## src/rtl/tl_pkg.sv

```systemverilog
// Shared types and sizes for the VC-to-destination FIFO arbiter.
package tl_pkg;
  localparam int NUM_VC = 4;
  localparam int VC_W   = 2;
  localparam int DATA_W = 12;
  localparam int THR_W  = 3;

  typedef enum logic [3:0] {
    ST_RESET  = 4'b0001,
    ST_INIT   = 4'b0010,
    ST_IDLE   = 4'b0100,
    ST_ACTIVE = 4'b1000
  } state_e;

  function automatic logic [VC_W-1:0] onehot_idx(input logic [NUM_VC-1:0] oh);
    logic [VC_W-1:0] idx;
    idx = '0;
    for (int i = 0; i < NUM_VC; i++) begin
      if (oh[i]) idx = idx | VC_W'(i);
    end
    return idx;
  endfunction
endpackage

```

## src/rtl/rr_arbiter4.sv

```systemverilog
// Four-way round-robin grant: search starts one past the pointer and wraps.
// Purely combinational; grant is one-hot or zero when nothing is requested.
module rr_arbiter4 import tl_pkg::*; (
  input  logic [NUM_VC-1:0] request,
  input  logic [VC_W-1:0]   pointer,
  output logic [NUM_VC-1:0] grant
);

  logic [VC_W-1:0] idx;
  logic            found;

  always_comb begin
    grant = '0;
    found = 1'b0;
    idx   = '0;
    // k = NUM_VC wraps back to the pointer itself, so it is searched last
    for (int k = 1; k <= NUM_VC; k++) begin
      idx = pointer + VC_W'(k);
      if (!found && request[idx]) begin
        grant[idx] = 1'b1;
        found      = 1'b1;
      end
    end
  end

endmodule

```

## src/rtl/tl_fifo_arbiter.sv

```systemverilog
// Drains four VC FIFOs round-robin into one destination FIFO; pop to push is one cycle.
// Pops stall while destination is almost-full; overflow pushes raise a sticky err.
module tl_fifo_arbiter import tl_pkg::*; (
  input  logic                     clk,
  input  logic                     reset,
  input  logic                     init,
  input  logic [THR_W-1:0]         umbral_af_in,
  input  logic [THR_W-1:0]         umbral_ae_in,
  input  logic [NUM_VC-1:0]        src_empty,
  input  logic [NUM_VC*DATA_W-1:0] src_data,
  output logic [NUM_VC-1:0]        src_pop,
  input  logic                     dst_almost_full,
  input  logic                     dst_full,
  output logic                     dst_push,
  output logic [DATA_W-1:0]        dst_data,
  output logic [THR_W-1:0]         umbral_af_out,
  output logic [THR_W-1:0]         umbral_ae_out,
  output logic [3:0]               state,
  output logic                     err
);

  state_e            state_q, state_d;
  logic [THR_W-1:0]  af_q, af_d, ae_q, ae_d;
  logic [VC_W-1:0]   ptr_q, ptr_d;
  logic              push_q, push_d;
  logic [DATA_W-1:0] data_q, data_d;
  logic              err_q, err_d;

  logic [NUM_VC-1:0] req;
  logic [NUM_VC-1:0] grant;
  logic              any_req;
  logic              pop;

  assign req     = ~src_empty;
  assign any_req = |req;

  rr_arbiter4 u_rr (
    .request (req),
    .pointer (ptr_q),
    .grant   (grant)
  );

  always_comb begin
    state_d = state_q;
    af_d    = af_q;
    ae_d    = ae_q;
    pop     = 1'b0;
    case (state_q)
      ST_RESET: state_d = ST_INIT;
      ST_INIT: begin
        af_d = umbral_af_in;
        ae_d = umbral_ae_in;
        if (!init) state_d = ST_IDLE;
      end
      ST_IDLE: begin
        if (init)         state_d = ST_INIT;
        else if (any_req) state_d = ST_ACTIVE;
      end
      ST_ACTIVE: begin
        if (init) begin
          state_d = ST_INIT;
        end else begin
          pop = any_req && !dst_almost_full;
          if (!any_req) state_d = ST_IDLE;
        end
      end
      default: state_d = ST_RESET;
    endcase
  end

  // Word captured on the pop edge so push and data move together next cycle
  always_comb begin
    ptr_d  = ptr_q;
    data_d = data_q;
    push_d = pop;
    err_d  = err_q | (push_q & dst_full);
    if (pop) begin
      ptr_d = onehot_idx(grant);
      for (int i = 0; i < NUM_VC; i++) begin
        if (grant[i]) data_d = src_data[i*DATA_W +: DATA_W];
      end
    end
  end

  always_ff @(posedge clk or negedge reset) begin
    if (!reset) begin
      state_q <= ST_RESET;
      af_q    <= '0;
      ae_q    <= '0;
      ptr_q   <= VC_W'(NUM_VC - 1);
      push_q  <= 1'b0;
      data_q  <= '0;
      err_q   <= 1'b0;
    end else begin
      state_q <= state_d;
      af_q    <= af_d;
      ae_q    <= ae_d;
      ptr_q   <= ptr_d;
      push_q  <= push_d;
      data_q  <= data_d;
      err_q   <= err_d;
    end
  end

  assign src_pop       = pop ? grant : '0;
  assign dst_push      = push_q;
  assign dst_data      = data_q;
  assign umbral_af_out = af_q;
  assign umbral_ae_out = ae_q;
  assign state         = state_q;
  assign err           = err_q;

endmodule

```

## config.mk

```make
export PLATFORM = sky130hd
export DESIGN_NAME = tl_fifo_arbiter
export DESIGN_NICKNAME = d
export VERILOG_FILES = /design/src/rtl/tl_pkg.sv /design/src/rtl/rr_arbiter4.sv /design/src/rtl/tl_fifo_arbiter.sv
export SDC_FILE = /design/constraint.sdc
export NUM_CORES = 1
export LEC_CHECK = 0
export ABC_AREA = 1
export BUFFER_PORTS_ARGS = -buffer_cell sky130_fd_sc_hd__buf_2
export CAP_MARGIN = 5
export CORE_MARGIN = 2
export CORE_UTILIZATION = 40
export DETAILED_ROUTE_END_ITERATION = 8
export PLACE_DENSITY = 0.7
export SETUP_SLACK_MARGIN = 0.4
export SLEW_MARGIN = 20
export SYNTH_ARGS = -nofsm -noshare
export SYNTH_HDL_FRONTEND = slang
export SYNTH_SLANG_ARGS = --single-unit
```

## constraint.sdc

```tcl
create_clock -name clk -period 3 [get_ports clk]
set_clock_uncertainty 0.05 [all_clocks]
set_input_delay 0.45 -clock clk [delete_from_list [all_inputs] [get_ports clk]]
set_output_delay 0.45 -clock clk [all_outputs]
set_load 0.05 [all_outputs]
```

# Word-level counts from Yosys, hierarchy flattened
# Cells that the tools add are included.
# word_totals
ff_bits	26
latchBits	0
ram_bits	0
romBits	0
input_bits	63
output_inout_bits	28
word_cells	86
mem_count	0
# classes
addsub	3
n_mul	0
n_div	0
magnitude_cmp	8
n_eq_ne	7
shifts	0
n_mux	39
bitwise_logic	6
reduce_logical	16
# op_table
operator	n
12-bit 2-to-1 mux	4
4-bit 2-to-1 mux	10
4-bit case mux with 4 select lines	1
1-bit 2-to-1 mux	14
2-bit by 3-bit less-than comparator with 1-bit output, second input constant	4
4-bit bitwise OR	3
1-bit binary-select mux with 2-bit select	4
1-bit demux with 2-bit select	4
2-bit by 1-bit >= comparator with 1-bit output, second input constant	4
1-bit logical AND	8
3-bit inequality test, second input constant	2
2-bit adder, second input constant	2
4-bit by 1-bit == test with 1-bit output, second input constant	1
4-bit by 2-bit == test with 1-bit output, second input constant	1
4-bit by 3-bit == test with 1-bit output, second input constant	1
4-bit == test, second input constant	1
1-bit zero test	4
2-bit 2-to-1 mux	2
4-bit inverter	1
4-bit nonzero test	1
4-bit OR reduction	1
3-bit AND reduction	1
2-bit by 1-bit adder with 2-bit output, second input constant	1
2-bit inequality test, second input constant	1
other kinds (3)	3

# Longest topological paths before layout
# Gate-level depths: netlist (run 1).
# depth
word_depth	17
depth_mapped	15
ltp_nobuf	14

# By module
# From an unflattened synthesis (run 1), not the netlist that was laid out.
# unflattened
hier_cells	311
hier_area_um2	2055.7
# by_module_without_submodules
module	instances	cells_each	area_each_um2	seq_area_each_um2
tl_fifo_arbiter	1	236	1634.1	654.4
rr_arbiter4	1	75	421.7	0.0

# Least setup slack after synthesis (run 1)
# OpenSTA, ideal clock, no wires.
# synth_path
kind	reg2out
startpoint	reg ptr_q[0]
endpoint	out src_pop[3]
arrival_ns	2.269
required_ns	2.500
slack_ns	0.231
path_stages_with_launch	12
n_path_buf	1
path_cell_list	dfstp_2 > inv_2 > ha_1 > inv_1 > nand3_1 > nand2_4 > nor2_8 > nand3_1 > nand3b_4 > buf_2 > nand2_1 > inv_1
# synth_between
elab_chain_len	14
elab_cells_between_ends	48
classes_between	3 x add/sub; 8 x order compare; 24 x mux; 3 x bitwise; 10 x reduce/logical
# synth_rtl
item	line	rtl
from (decl)	tl_fifo_arbiter.sv:24	logic [VC_W-1:0] ptr_q, ptr_d;
from (signal assigned)	tl_fifo_arbiter.sv:90	ptr_q <= VC_W'(NUM_VC - 1);
from (signal assigned)	tl_fifo_arbiter.sv:98	ptr_q <= ptr_d;
branches (longest 12 deep; another with 2-bit by 3-bit less-than comparator with 1-bit output)	n/a	
4-bit 2-to-1 mux (*)	rr_arbiter4.sv:19	if (!found && request[idx]) begin
4-bit 2-to-1 mux (*)	tl_fifo_arbiter.sv:105	assign src_pop = pop ? grant : '0;
to (decl)	tl_fifo_arbiter.sv:11	output logic [NUM_VC-1:0] src_pop,
# Every way passes the cells marked *. The select of a mux whose other input is x is not followed.

# Worst setup path in the final report (run 1)
# layout_path
startpoint	reg ptr_q[0]
endpoint	out src_pop[2]
# The elaborated chain is that of the path after synthesis.

==> results of run 1 <==
==> path summary, 6_finish.rpt <==
kind / startpoint / endpoint / slack [ns]
max in group asynchronous: reset / ptr_q[0]$_DFFE_PN1P_ / 2.41
min in group clk: umbral_af_in[0] / umbral_af_out[0]$_DFFE_PN0P_ / 0.34
max: ptr_q[0]$_DFFE_PN1P_ / src_pop[2] / 0.37
min reg2reg: err$_DFF_PN0_ / err$_DFF_PN0_ / 0.40
max reg2reg: ptr_q[0]$_DFFE_PN1P_ / dst_data[5]$_DFFE_PN0P_ / 0.53
min: reset / dst_data[3]$_DFFE_PN0P_ / 0.12
==> cell type report <==
type | count | share of cell area [%]
clock buffer | 4 | 1.630
inverter | 55 | 8.058
multi-input combinational | 216 | 42.73
sequential | 26 | 23.68
tap | 67 | 3.033
timing repair buffer | 102 | 20.87
==> registers in the layout, summed over array words and instances, names as in the netlist <==
register       flops
state              4
ptr_q              2
dst_push           1
umbral_ae_out      3
dst_data          12
umbral_af_out      3
err                1
==> metal layers <==
metal / vias up / part of all wire, % / GRT usage (%)
met1: 958 / 46 / 27.71
met5: - / 0 / 0
met4: 0 / 0.94 / 5.159
li1: 1154 / - / -
met3: 4 / 7.2 / 1.626
met2: 90 / 46 / 28.22
==> worst register-to-register path: stages (launching register included) <==
cell                      delay [ns]
sky130_fd_sc_hd__dfstp_2        0.57
sky130_fd_sc_hd__inv_4          0.06
sky130_fd_sc_hd__ha_4           0.28
sky130_fd_sc_hd__inv_2          0.05
sky130_fd_sc_hd__nand3_2        0.09
sky130_fd_sc_hd__nand2_4        0.09
sky130_fd_sc_hd__nor2_8         0.18
sky130_fd_sc_hd__nand3_2        0.13
sky130_fd_sc_hd__nand3_4        0.12
sky130_fd_sc_hd__buf_4          0.19
sky130_fd_sc_hd__nor2_2         0.08
sky130_fd_sc_hd__a21oi_4        0.30
sky130_fd_sc_hd__nand3_1        0.15
sky130_fd_sc_hd__nand2_1        0.08
==> cells in the mapped netlist <==
library cell               count  area, sq um
sky130_fd_sc_hd__dfstp_2       3        78.83
sky130_fd_sc_hd__a21oi_1      13        65.06
sky130_fd_sc_hd__nand2_2       3        18.77
sky130_fd_sc_hd__nand2_4       2        22.52
sky130_fd_sc_hd__or2_2         1        6.260
sky130_fd_sc_hd__nor2_4        1        11.26
sky130_fd_sc_hd__buf_2         5        25.02
sky130_fd_sc_hd__nor3_1        2        10.01
sky130_fd_sc_hd__a31oi_1       1        6.260
sky130_fd_sc_hd__nor2_2        3        18.77
sky130_fd_sc_hd__nor4_1        1        6.260
sky130_fd_sc_hd__nand2_1     114        427.9
sky130_fd_sc_hd__a21o_1        1        7.510
sky130_fd_sc_hd__nor2_8        1        20.02
sky130_fd_sc_hd__clkbuf_1      3        11.26
sky130_fd_sc_hd__inv_2         3        11.26
sky130_fd_sc_hd__inv_1        52        195.2
sky130_fd_sc_hd__nand3_1      41        205.2
sky130_fd_sc_hd__dfrtp_1      23        575.6
sky130_fd_sc_hd__o211ai_1      2        15.01
sky130_fd_sc_hd__buf_4         2        15.01
sky130_fd_sc_hd__nand3b_4      1        20.02
sky130_fd_sc_hd__a21oi_2       1        8.760
sky130_fd_sc_hd__nand3_2       6        60.06
sky130_fd_sc_hd__nand4_1      13        81.33
sky130_fd_sc_hd__o21ai_0       1        5.000
sky130_fd_sc_hd__ha_1          4        50.05
sky130_fd_sc_hd__nor2_1        4        15.01
==> where the power goes <==
group          leakage, nW  internal, mW  total, mW  switching (mW)
Clock               0.0228        0.0946      0.191          0.0959
Combinational         1.33         0.659       2.03            1.37
Sequential           0.339         0.464      0.525          0.0617
Total                 1.69          1.22       2.75            1.53
==> cells by family (layout without fill, tap and decap cells) <==
| kind of cell | after synthesis | after routing | synth area share [%] |
|---|---|---|---|
| buffers and inverters | 65 | 161 | 12.93 |
| and+or+nand+nor | 193 | 193 | 46.33 |
| AOI/OAI and AO/OA | 19 | 19 | 5.398 |
| DFF | 26 | 26 | 32.83 |
| adders and majority gates | 4 | 4 | 2.511 |
==> placed cells by master (no fill, tap or decap), types with 3 or more instances in the layout <==
cell type | synthesis | routed
sky130_fd_sc_hd__dfstp_2 | 3 | 3
sky130_fd_sc_hd__inv_1 | 52 | 47
sky130_fd_sc_hd__clkbuf_8 | 0 | 3
sky130_fd_sc_hd__clkinvlp_4 | 0 | 3
sky130_fd_sc_hd__buf_8 | 0 | 3
sky130_fd_sc_hd__nand2_2 | 3 | 4
sky130_fd_sc_hd__buf_2 | 5 | 86
sky130_fd_sc_hd__a21oi_1 | 13 | 13
sky130_fd_sc_hd__nand4_1 | 13 | 13
sky130_fd_sc_hd__nand3_1 | 41 | 34
sky130_fd_sc_hd__nand2_1 | 114 | 110
sky130_fd_sc_hd__dfrtp_1 | 23 | 23
sky130_fd_sc_hd__buf_4 | 2 | 12
sky130_fd_sc_hd__inv_2 | 3 | 3
sky130_fd_sc_hd__nand3_2 | 6 | 11
sky130_fd_sc_hd__ha_1 | 4 | 3
sky130_fd_sc_hd__nor2_1 | 4 | 4
sky130_fd_sc_hd__nand2_4 | 2 | 5
==> metrics by stage <==
step / power [mW] / hold WS (ns)
6_report: 2.746 / 0.1206
5_1_grt: 3.006 / 0.1554
4_1_cts: 2.643 / 0.1431
3_5_place_dp: 2.354 / 0.3914
3_3_place_gp: 2.321 / 0.3824
2_1_floorplan: 1.994 / 0.1044
==> timing repair <==
action | CTS | global route
setup endpoints to repair | 16 | 16
pin swaps | 3 | 3
buffers inserted | 4 | 3
gates resized for setup | 22 | 10
==> metrics.txt, run 1 <==
# TYPE chip_impl_metric gauge
chip_impl_metric{name="vias",unit=""} 2206
chip_impl_metric{name="post_layout_nonfiller_instances",unit=""} 470
chip_impl_info{name="crit_path_cell_trace",value="inv_4, ha_4, inv_2, nand3_2, nand2_4, nor2_8, nand3_1, nand3_2, nand2_2, clkinvlp_4, buf_8"} 1
chip_impl_metric{name="ant_nets",unit=""} 0
chip_impl_metric{name="drcViolationCount",unit=""} 0
chip_impl_info{name="critPathSlowestCell",value="sky130_fd_sc_hd__dfstp_2"} 1
chip_impl_metric{name="grt_pass1_vias",unit=""} 1894
chip_impl_metric{name="placement.cell_area",unit="sq mm"} 0.002540
chip_impl_metric{name="clk_transition_reported_paths",unit="ns"} 0.08
chip_impl_metric{name="fmax",unit="MHz"} 380.9
chip_impl_metric{name="clk_latency",unit="ns"} 0.26
chip_impl_metric{name="slew_headroom",unit="%"} 63.14
chip_impl_metric{name="timing.critical_path.slowest_cell_delay",unit="ns"} 0.57
chip_impl_metric{name="cts-buffers-inserted",unit=""} 3
chip_impl_metric{name="dpl_hpwl",unit="mm"} 4.168
chip_impl_metric{name="synth_fp_nets",unit=""} 374
chip_impl_metric{name="n_antenna_cell",unit=""} 0
chip_impl_metric{name="initial_antenna_violation_count",unit=""} 0
chip_impl_metric{name="drt-wirelength-per-cell",unit="um"} 11.30
chip_impl_info{name="worst_hold_path_type",value="primary input to asynchronous set/reset pin"} 1
chip_impl_metric{name="route.final.wire_length",unit="mm"} 5.312
chip_impl_metric{name="ys.warnings.count",unit=""} 0
chip_impl_metric{name="layout.nets",unit=""} 471
chip_impl_metric{name="place_ws",unit="ns"} 0.3312
chip_impl_metric{name="worst_slew_pin_slew",unit="ns"} 0.5528
chip_impl_info{name="criticalPathCategory",value="flop to output pin"} 1
chip_impl_metric{name="max-vdd-ir-drop",unit="mV"} 0.6302
chip_impl_metric{name="final_core_utilization",unit="%"} 58.13
chip_impl_metric{name="clk_path_buf_depth",unit=""} 2
chip_impl_metric{name="grt.total_usage",unit="%"} 18.41
chip_impl_metric{name="die_w",unit="um"} 74.59
chip_impl_metric{name="grt_max_degree",unit=""} 27
chip_impl_info{name="grt_setup_unrepaired",value="true"} 1
chip_impl_metric{name="synth.distinct_cells",unit=""} 28
chip_impl_info{name="worstSetupStartpointType",value="flop"} 1
chip_impl_metric{name="vias_per_cell",unit=""} 4.694
chip_impl_info{name="endpoint_kind",value="output pin"} 1
chip_impl_metric{name="floorplan.initialDensity",unit="%"} 41.92
chip_impl_metric{name="core.rowCount",unit=""} 25
chip_impl_metric{name="final_min_period_over_clock_period",unit="%"} 87.51
chip_impl_metric{name="cp.buffers_inverters",unit=""} 4
chip_impl_metric{name="design.die.area",unit="sq mm"} 0.005564
chip_impl_metric{name="layout-drive-gt1-share",unit="%"} 36.48
chip_impl_metric{name="syn2layout_area_growth",unit="%"} 38.67
chip_impl_metric{name="setup-tns-final",unit="ns"} 0
chip_impl_metric{name="finalHoldViolCount",unit=""} 0
chip_impl_metric{name="cp.required",unit="ns"} 2.50
chip_impl_info{name="cpMostUsedCell",value="sky130_fd_sc_hd__nand3_2"} 1
chip_impl_metric{name="multi_input_area",unit="sq mm"} 0.001181
chip_impl_metric{name="level_count_of_the_clock_h_tree",unit=""} 1
chip_impl_metric{name="power_density",unit="mW/mm^2"} 993.7
chip_impl_info{name="crit_family",value="simple AND/OR/NAND/NOR gates"} 1
chip_impl_metric{name="place.port_buffers",unit=""} 90
chip_impl_metric{name="detailedRoute.firstIterationViolations",unit=""} 156
chip_impl_info{name="cts_tree",value="yes"} 1
chip_impl_metric{name="place.detailed.instances",unit=""} 459
chip_impl_metric{name="global_route_wire_length_before_repair",unit="mm"} 8.128
chip_impl_metric{name="cp_num_cells",unit=""} 11
chip_impl_metric{name="slew_viol_final",unit=""} 0
chip_impl_metric{name="total_global_routing_overflow",unit=""} 0
chip_impl_metric{name="maxCapViolCount",unit=""} 0
chip_impl_metric{name="syn-instance-count",unit=""} 307
chip_impl_metric{name="period_needed",unit="ns"} 2.625
chip_impl_info{name="outcome",value="finished, final reports clean"} 1
chip_impl_metric{name="synth-seq-area-share",unit="%"} 32.83
chip_impl_metric{name="clkSinkCount",unit=""} 26
chip_impl_metric{name="p_leak",unit="nW"} 1.687
chip_impl_metric{name="core_area",unit="sq mm"} 0.004755
chip_impl_metric{name="final-setup-viol-count",unit=""} 0
chip_impl_metric{name="die_h",unit="um"} 74.59
chip_impl_metric{name="crit_arrival",unit="ns"} 2.13
chip_impl_info{name="clk_root_buffer_cell",value="sky130_fd_sc_hd__clkbuf_8"} 1
chip_impl_metric{name="synthesis.area",unit="sq mm"} 0.001993
chip_impl_metric{name="postSynthRegisterBits",unit=""} 26
chip_impl_metric{name="boundaryPins",unit=""} 91
chip_impl_metric{name="routabilityCongestion",unit=""} 0.8497
chip_impl_metric{name="r2r_cells",unit=""} 13
chip_impl_metric{name="fillCellCount",unit=""} 474
chip_impl_metric{name="path_max_fanout",unit=""} 8
chip_impl_metric{name="synth_area_per_inst",unit="sq um"} 6.492
chip_impl_metric{name="layout.cell_area.non_filler",unit="sq mm"} 0.002764
chip_impl_metric{name="firstDrtPassIters",unit=""} 4
chip_impl_metric{name="seq_area",unit="sq um"} 654.4
chip_impl_metric{name="postCtsHoldBufs",unit=""} 0
chip_impl_metric{name="final_critical_path_setup_slack",unit="ns"} 0.3747
(Power assumes the default switching activity.)
==> run 2, diff against run 1 <==
CORE_ASPECT_RATIO = 0.6   (was default)
==> run 2 against run 1 <==
Against the previous run:
- global-route usage is 3.4 points higher
- first-iteration DRC count is 15% lower
- design area is 5.9% higher
- non-clock buffer count is 11 higher
- largest cell class unchanged
==> metrics.txt, run 2 (synthesized netlist as in run 1, its figures left out) <==
# TYPE chip_impl_metric gauge
chip_impl_metric{name="seq_area",unit="sq um"} 654.4
chip_impl_metric{name="grt_max_degree",unit=""} 27
chip_impl_metric{name="fillCellCount",unit=""} 446
chip_impl_metric{name="layout-drive-gt1-share",unit="%"} 39.13
chip_impl_metric{name="slew_viol_final",unit=""} 0
chip_impl_metric{name="layout.cell_area.non_filler",unit="sq mm"} 0.002928
chip_impl_metric{name="final-setup-viol-count",unit=""} 0
chip_impl_metric{name="power_frac_clock",unit="%"} 9.4
chip_impl_metric{name="r2r_cells",unit=""} 14
chip_impl_metric{name="core_area",unit="sq mm"} 0.004683
chip_impl_metric{name="route.final.wire_length",unit="mm"} 5.921
chip_impl_metric{name="layout.nets",unit=""} 482
chip_impl_metric{name="design.die.area",unit="sq mm"} 0.005582
chip_impl_metric{name="ant_nets",unit=""} 0
chip_impl_metric{name="p_leak",unit="nW"} 1.769
chip_impl_metric{name="boundaryPins",unit=""} 91
chip_impl_metric{name="total_global_routing_overflow",unit=""} 0
chip_impl_metric{name="clk_transition_reported_paths",unit="ns"} 0.09
chip_impl_metric{name="power.switching_fraction",unit="%"} 54.26
chip_impl_metric{name="initial_antenna_violation_count",unit=""} 0
chip_impl_metric{name="timing.critical_path.slowest_cell_delay",unit="ns"} 0.58
chip_impl_info{name="criticalPathCategory",value="flop to output pin"} 1
chip_impl_metric{name="core.rowCount",unit=""} 19
chip_impl_info{name="grt_setup_unrepaired",value="true"} 1
chip_impl_metric{name="global_route_wire_length_before_repair",unit="mm"} 9.597
chip_impl_metric{name="detailedRoute.firstIterationViolations",unit=""} 132
chip_impl_metric{name="power_frac_seq",unit="%"} 17.2
chip_impl_metric{name="clk_latency",unit="ns"} 0.27
chip_impl_info{name="critPathSlowestCell",value="sky130_fd_sc_hd__dfstp_2"} 1
chip_impl_metric{name="finalHoldViolCount",unit=""} 0
chip_impl_info{name="clk_root_buffer_cell",value="sky130_fd_sc_hd__clkbuf_8"} 1
chip_impl_metric{name="syn2layout_area_growth",unit="%"} 46.89
chip_impl_metric{name="vias_per_cell",unit=""} 4.881
chip_impl_metric{name="place.port_buffers",unit=""} 90
chip_impl_info{name="layout.cells.most_common_list",value="sky130_fd_sc_hd__nand2_1 (109), sky130_fd_sc_hd__buf_2 (86), sky130_fd_sc_hd__inv_1 (47)"} 1
chip_impl_metric{name="hold_ws",unit="ns"} 0.1045
chip_impl_metric{name="final_min_period_over_clock_period",unit="%"} 88.73
chip_impl_info{name="outcome",value="finished, final reports clean"} 1
chip_impl_metric{name="max-vdd-ir-drop",unit="mV"} 0.3765
chip_impl_metric{name="postCtsHoldBufs",unit=""} 0
chip_impl_info{name="worst_hold_path_type",value="primary input to asynchronous set/reset pin"} 1
chip_impl_info{name="cts_tree",value="yes"} 1
chip_impl_metric{name="drcViolationCount",unit=""} 0
chip_impl_metric{name="path_max_fanout",unit=""} 8
chip_impl_metric{name="vias",unit=""} 2328
chip_impl_metric{name="grt.total_usage",unit="%"} 21.79
chip_impl_metric{name="worst_slew_pin_slew",unit="ns"} 0.5602
chip_impl_metric{name="cp.buffers_inverters",unit=""} 4
chip_impl_metric{name="drt-wirelength-per-cell",unit="um"} 12.41
chip_impl_metric{name="clkSinkCount",unit=""} 26
chip_impl_metric{name="maxCapViolCount",unit=""} 0
chip_impl_metric{name="largest_register_ffs",unit=""} 12
chip_impl_metric{name="floorplan.initialDensity",unit="%"} 42.56
chip_impl_metric{name="total_power",unit="mW"} 3.064
chip_impl_metric{name="die_h",unit="um"} 58.68
chip_impl_metric{name="setup-tns-final",unit="ns"} 0
chip_impl_metric{name="level_count_of_the_clock_h_tree",unit=""} 1
chip_impl_metric{name="firstDrtPassIters",unit=""} 5
chip_impl_metric{name="n_antenna_cell",unit=""} 0
chip_impl_info{name="worstSetupStartpointType",value="flop"} 1
chip_impl_metric{name="placement.cell_area",unit="sq mm"} 0.002535
chip_impl_metric{name="routabilityCongestion",unit=""} 0.8687
chip_impl_metric{name="power_density",unit="mW/mm^2"} 1047
chip_impl_metric{name="cp_num_cells",unit=""} 11
chip_impl_info{name="crit_family",value="simple AND/OR/NAND/NOR gates"} 1
chip_impl_metric{name="net-switching-power",unit="mW"} 1.663
chip_impl_metric{name="dpl_hpwl",unit="mm"} 4.351
chip_impl_info{name="most_common_cell_after_layout_fill_and_taps_aside",value="sky130_fd_sc_hd__nand2_1"} 1
chip_impl_metric{name="cp.required",unit="ns"} 2.50
chip_impl_info{name="endpoint_kind",value="output pin"} 1
chip_impl_metric{name="cell_internal_pwr",unit="mW"} 1.401
chip_impl_metric{name="crit_arrival",unit="ns"} 2.16
chip_impl_metric{name="power.share.combinational",unit="%"} 73.4
chip_impl_metric{name="die_w",unit="um"} 95.13
chip_impl_metric{name="fmax",unit="MHz"} 375.7
chip_impl_metric{name="final_core_utilization",unit="%"} 62.52
chip_impl_metric{name="period_needed",unit="ns"} 2.662
chip_impl_info{name="crit_path_cell_trace",value="inv_4, ha_4, inv_4, nand3_4, nand2_4, nor2_8, nand3_2, nand3_4, nand2_4, clkinvlp_4, buf_8"} 1
chip_impl_metric{name="clk_path_buf_depth",unit=""} 2
chip_impl_metric{name="multi_input_area",unit="sq mm"} 0.001236
chip_impl_metric{name="cts-buffers-inserted",unit=""} 3
chip_impl_metric{name="slew_headroom",unit="%"} 62.65
chip_impl_metric{name="grt_pass1_vias",unit=""} 2151
[run 2: changes by cell type in the layout (fill, tap and decap cells not counted), sizes merged]
cell / change
clkbuf: -1
buf: +11
bufinv: +1
[run 2: cell type report]
type	count	area share [%]
clock buffers	3	1.410
clock inverters	1	1.026
inverters	55	7.778
multi-input cells	216	42.22
flip-flops and latches	26	22.35
well taps	63	2.692
repair buffers	113	22.52
[run 2: what timing repair did]
action	CTS	global route
endpoints found under the setup margin	16	16
setup buffers	12	6
pin swaps	14	13
gates resized for setup	31	12
gates cloned	0	0
[run 2: routing by layer]
layer | vias to the layer above | share of wire, % | GRT usage (%)
met4 | 0 | 0.61 | 3.313
met2 | 105 | 45 | 34.81
met3 | 4 | 9.0 | 5.378
met1 | 1041 | 46 | 30.78
met5 | - | 0 | 0
li1 | 1178 | - | -
[run 2: path summary, 6_finish.rpt]
| check | start | to | slack, ns |
|---|---|---|---|
| min in group clk | umbral_af_in[2] | umbral_af_out[2]$_DFFE_PN0P_ | 0.32 |
| worst max-delay path | ptr_q[0]$_DFFE_PN1P_ | src_pop[2] | 0.34 |
| max in group asynchronous | reset | dst_data[1]$_DFFE_PN0P_ | 2.42 |
| worst min register to register | err$_DFF_PN0_ | err$_DFF_PN0_ | 0.41 |
| worst max register to register | ptr_q[0]$_DFFE_PN1P_ | dst_data[6]$_DFFE_PN0P_ | 0.44 |
| worst min-delay path | reset | umbral_af_out[2]$_DFFE_PN0P_ | 0.10 |
[run 2: power by group through the flow]
stage	sequential, mW	combinational (mW)	clock (mW)
5_1_grt	0.539	2.45	0.311
3_5_place_dp	0.538	1.84	0
6_report	0.526	2.25	0.288
2_1_floorplan	0.849	1.14	0
4_1_cts	0.526	2.05	0.290
3_3_place_gp	0.536	1.81	0
[run 2: stage by stage]
stage / setup slack (ns) / std cells
finish: 0.3380 / 477
global route: 0.2316 / 477
CTS: 0.4006 / 471
detailed placement: 0.2777 / 455
global placement: 0.3939 / 455
floorplan: 0.4493 / 307
==> run 3, diff against run 2 <==
==> constraint.sdc (replaced) <==
create_clock -name clk -period 3.25 [get_ports clk]
set_clock_uncertainty 0.05 [all_clocks]
set_input_delay 0.325 -clock clk [delete_from_list [all_inputs] [get_ports clk]]
set_output_delay 0.325 -clock clk [all_outputs]
set_load 0.05 [all_outputs]
==> run 3 against run 2 <==
Against the previous run:
- the flow now finishes with violations (negative hold slack)
- worst hold slack lost 0.12 ns
- die area is the same
- cell count shrank 2.1%
- utilization shrank 3.9 points
- via count is essentially flat
- power shrank 16%
- worst setup slack gained 0.18 ns
- count of clock-buffer cells in the layout grew 1
- design area shrank 6.2%
- first-iteration DRC count grew 8.3%
- routed wire length shrank 1.9%
- critical endpoint is now src_pop[3]
- highest routed layer unchanged
==> metrics.txt, run 3 (synthesized netlist as in run 1, its figures left out) <==
# TYPE chip_impl_metric gauge
chip_impl_info{name="outcome",value="complete, but fails checks"} 1
chip_impl_info{name="failed_checks",value="negative hold slack"} 1
chip_impl_info{name="endpoint_kind",value="output pin"} 1
chip_impl_metric{name="total_global_routing_overflow",unit=""} 0
chip_impl_metric{name="period_needed",unit="ns"} 2.734
chip_impl_metric{name="syn2layout_area_growth",unit="%"} 37.73
chip_impl_metric{name="final_min_period_over_clock_period",unit="%"} 84.11
chip_impl_metric{name="hold_ws",unit="ns"} -0.01093
chip_impl_metric{name="slew_headroom",unit="%"} 61.82
chip_impl_metric{name="core_area",unit="sq mm"} 0.004683
chip_impl_info{name="clk_root_buffer_cell",value="sky130_fd_sc_hd__clkbuf_8"} 1
chip_impl_metric{name="timing.critical_path.slowest_cell_delay",unit="ns"} 0.59
chip_impl_info{name="r2r-end",value="dst_data[11]$_DFFE_PN0P_"} 1
chip_impl_info{name="cts_tree",value="yes"} 1
chip_impl_metric{name="initial_antenna_violation_count",unit=""} 0
chip_impl_info{name="cpMostUsedCell",value="sky130_fd_sc_hd__inv_1"} 1
chip_impl_metric{name="cp.buffers_inverters",unit=""} 4
chip_impl_metric{name="place.detailed.instances",unit=""} 450
chip_impl_metric{name="firstDrtPassIters",unit=""} 4
chip_impl_metric{name="cts-buffers-inserted",unit=""} 3
chip_impl_metric{name="final-setup-viol-count",unit=""} 0
chip_impl_metric{name="fmax",unit="MHz"} 365.8
chip_impl_metric{name="postCtsHoldBufs",unit=""} 0
chip_impl_metric{name="vias",unit=""} 2330
chip_impl_metric{name="drcViolationCount",unit=""} 0
chip_impl_metric{name="r2r_slack",unit="ns"} 0.59
chip_impl_metric{name="die_h",unit="um"} 58.68
chip_impl_metric{name="wl_met3",unit="um"} 530
chip_impl_info{name="most_common_cell_after_layout_fill_and_taps_aside",value="sky130_fd_sc_hd__nand2_1"} 1
chip_impl_metric{name="met2_routed_length",unit="mm"} 2.472
chip_impl_metric{name="design.die.area",unit="sq mm"} 0.005582
chip_impl_info{name="crit_family",value="simple AND/OR/NAND/NOR gates"} 1
chip_impl_metric{name="worst_slew_pin_slew",unit="ns"} 0.5727
chip_impl_metric{name="slew_viol_final",unit=""} 0
chip_impl_info{name="regToRegStartpoint",value="ptr_q[1]$_DFFE_PN1P_"} 1
chip_impl_metric{name="crit_arrival",unit="ns"} 2.36
chip_impl_metric{name="m1WireLength",unit="mm"} 2.730
chip_impl_metric{name="level_count_of_the_clock_h_tree",unit=""} 1
chip_impl_metric{name="clkSinkCount",unit=""} 26
chip_impl_metric{name="power_density",unit="mW/mm^2"} 939.6
chip_impl_metric{name="detailedRoute.firstIterationViolations",unit=""} 143
chip_impl_metric{name="routabilityCongestion",unit=""} 0.9002
chip_impl_metric{name="largest_register_ffs",unit=""} 12
chip_impl_info{name="worstSetupStartpointType",value="flop"} 1
chip_impl_metric{name="dpl_hpwl",unit="mm"} 4.325
chip_impl_info{name="worst_hold_path_type",value="primary input to asynchronous set/reset pin"} 1
chip_impl_metric{name="p_leak",unit="nW"} 1.692
chip_impl_metric{name="maxCapViolCount",unit=""} 0
chip_impl_metric{name="route.final.wire_length",unit="mm"} 5.811
chip_impl_metric{name="post_layout_nonfiller_instances",unit=""} 467
chip_impl_metric{name="setup-tns-final",unit="ns"} 0
chip_impl_info{name="grt_setup_unrepaired",value="true"} 1
chip_impl_info{name="criticalPathCategory",value="flop to output pin"} 1
chip_impl_metric{name="layout-drive-gt1-share",unit="%"} 34.65
chip_impl_info{name="top_layer_used",value="met4"} 1
chip_impl_metric{name="grt_max_degree",unit=""} 27
chip_impl_metric{name="clk_latency",unit="ns"} 0.27
chip_impl_metric{name="drt-wirelength-per-cell",unit="um"} 12.44
chip_impl_metric{name="finalHoldViolCount",unit=""} 23
chip_impl_metric{name="core.rowCount",unit=""} 19
chip_impl_metric{name="cp.required",unit="ns"} 2.87
chip_impl_metric{name="floorplan.initialDensity",unit="%"} 42.56
chip_impl_info{name="critPathSlowestCell",value="sky130_fd_sc_hd__dfstp_2"} 1
chip_impl_metric{name="layout.nets",unit=""} 472
chip_impl_metric{name="ant_nets",unit=""} 0
chip_impl_metric{name="place.port_buffers",unit=""} 90
chip_impl_metric{name="n_antenna_cell",unit=""} 0
chip_impl_metric{name="path_max_fanout",unit=""} 8
chip_impl_info{name="crit_path_cell_trace",value="inv_2, ha_4, inv_1, nand3_1, nand2_4, nor2_8, nand3_4, nand3b_4, nand2_1, inv_1, buf_6"} 1
chip_impl_metric{name="final_core_utilization",unit="%"} 58.62
chip_impl_metric{name="max-vdd-ir-drop",unit="mV"} 0.3107
chip_impl_info{name="layout.cells.most_common_list",value="sky130_fd_sc_hd__nand2_1 (113), sky130_fd_sc_hd__buf_2 (86), sky130_fd_sc_hd__inv_1 (50)"} 1
chip_impl_metric{name="die_w",unit="um"} 95.13
chip_impl_metric{name="boundaryPins",unit=""} 91
chip_impl_metric{name="clk_path_buf_depth",unit=""} 2
chip_impl_metric{name="vias_per_cell",unit=""} 4.989
chip_impl_metric{name="global_route_wire_length_before_repair",unit="mm"} 9.480
chip_impl_metric{name="r2r_cells",unit=""} 13
chip_impl_metric{name="clk_transition_reported_paths",unit="ns"} 0.09
chip_impl_metric{name="grt_pass1_vias",unit=""} 2115
chip_impl_metric{name="grt.total_usage",unit="%"} 21.85
[run 3: changes by cell type in the layout (fill, tap and decap cells not counted), moves of 3 or more]
cell | before | now
sky130_fd_sc_hd__buf_4 | 23 | 13
sky130_fd_sc_hd__nand3_1 | 32 | 37
sky130_fd_sc_hd__inv_2 | 1 | 5
sky130_fd_sc_hd__inv_4 | 4 | 0
sky130_fd_sc_hd__nand2_1 | 109 | 113
sky130_fd_sc_hd__nand3_2 | 8 | 4
sky130_fd_sc_hd__clkinvlp_4 | 3 | 0
sky130_fd_sc_hd__inv_1 | 47 | 50
sky130_fd_sc_hd__nand2_4 | 6 | 3
[run 3: worst max-delay path by stage]
| stage | depth (start not counted) | start | to | slack (ns) |
|---|---|---|---|---|
| final | 11 | ptr_q[1]$_DFFE_PN1P_ | src_pop[3] | 0.52 |
| after global routing | 11 | ptr_q[1]$_DFFE_PN1P_ | src_pop[1] | 0.37 |
| after CTS | 11 | ptr_q[1]$_DFFE_PN1P_ | src_pop[1] | 0.38 |
| after detailed placement | 12 | ptr_q[0]$_DFFE_PN1P_ | dst_data[8]$_DFFE_PN0P_ | 0.27 |
| after global placement | 12 | ptr_q[0]$_DFFE_PN1P_ | dst_data[0]$_DFFE_PN0P_ | 0.38 |
| after floorplan | 11 | ptr_q[0]$_DFFE_PN1P_ | src_pop[3] | 0.61 |
[run 3: routing by layer]
layer	vias up	track usage, %
met5	-	0
met4	0	5.383
met3	12	5.250
met2	109	33.10
met1	1050	31.63
li1	1159	-
[run 3: repair_timing]
item / in CTS / in global routing
setup buffers: 5 / 7
pin swaps: 5 / 4
resized for setup: 9 / 17
endpoints found under the setup margin: 15 / 16
cloned: 1 / 0
[run 3: through the flow]
step	instance area, sq um	power, mW	hold WS [ns]	worst slack (ns)
floorplan	1993	1.808	-0.02059	0.6063
global placement	2471	2.100	0.2967	0.3824
detailed placement	2471	2.126	0.3007	0.2667
CTS	2633	2.486	0.0003637	0.3847
global route	2745	2.822	0.02172	0.3718
finish	2745	2.579	-0.01093	0.5164
[run 3: where the power goes]
group / leakage, nW / internal (mW) / total (mW) / switching (mW)
sequential: 0.339 / 0.428 / 0.487 / 0.0590
combinational: 1.32 / 0.585 / 1.88 / 1.30
clock: 0.0288 / 0.108 / 0.210 / 0.102
total: 1.69 / 1.12 / 2.58 / 1.46
[run 3: area by class of cell]
type | instances | area, sq um
Timing Repair Buffer | 102 | 565.5
Sequential cell | 26 | 654.4
Fill cell | 476 | 1938
Clock buffer | 4 | 55.05
Multi-Input combinational cell | 217 | 1185
Tap cell | 63 | 78.83
Inverter | 55 | 206.4
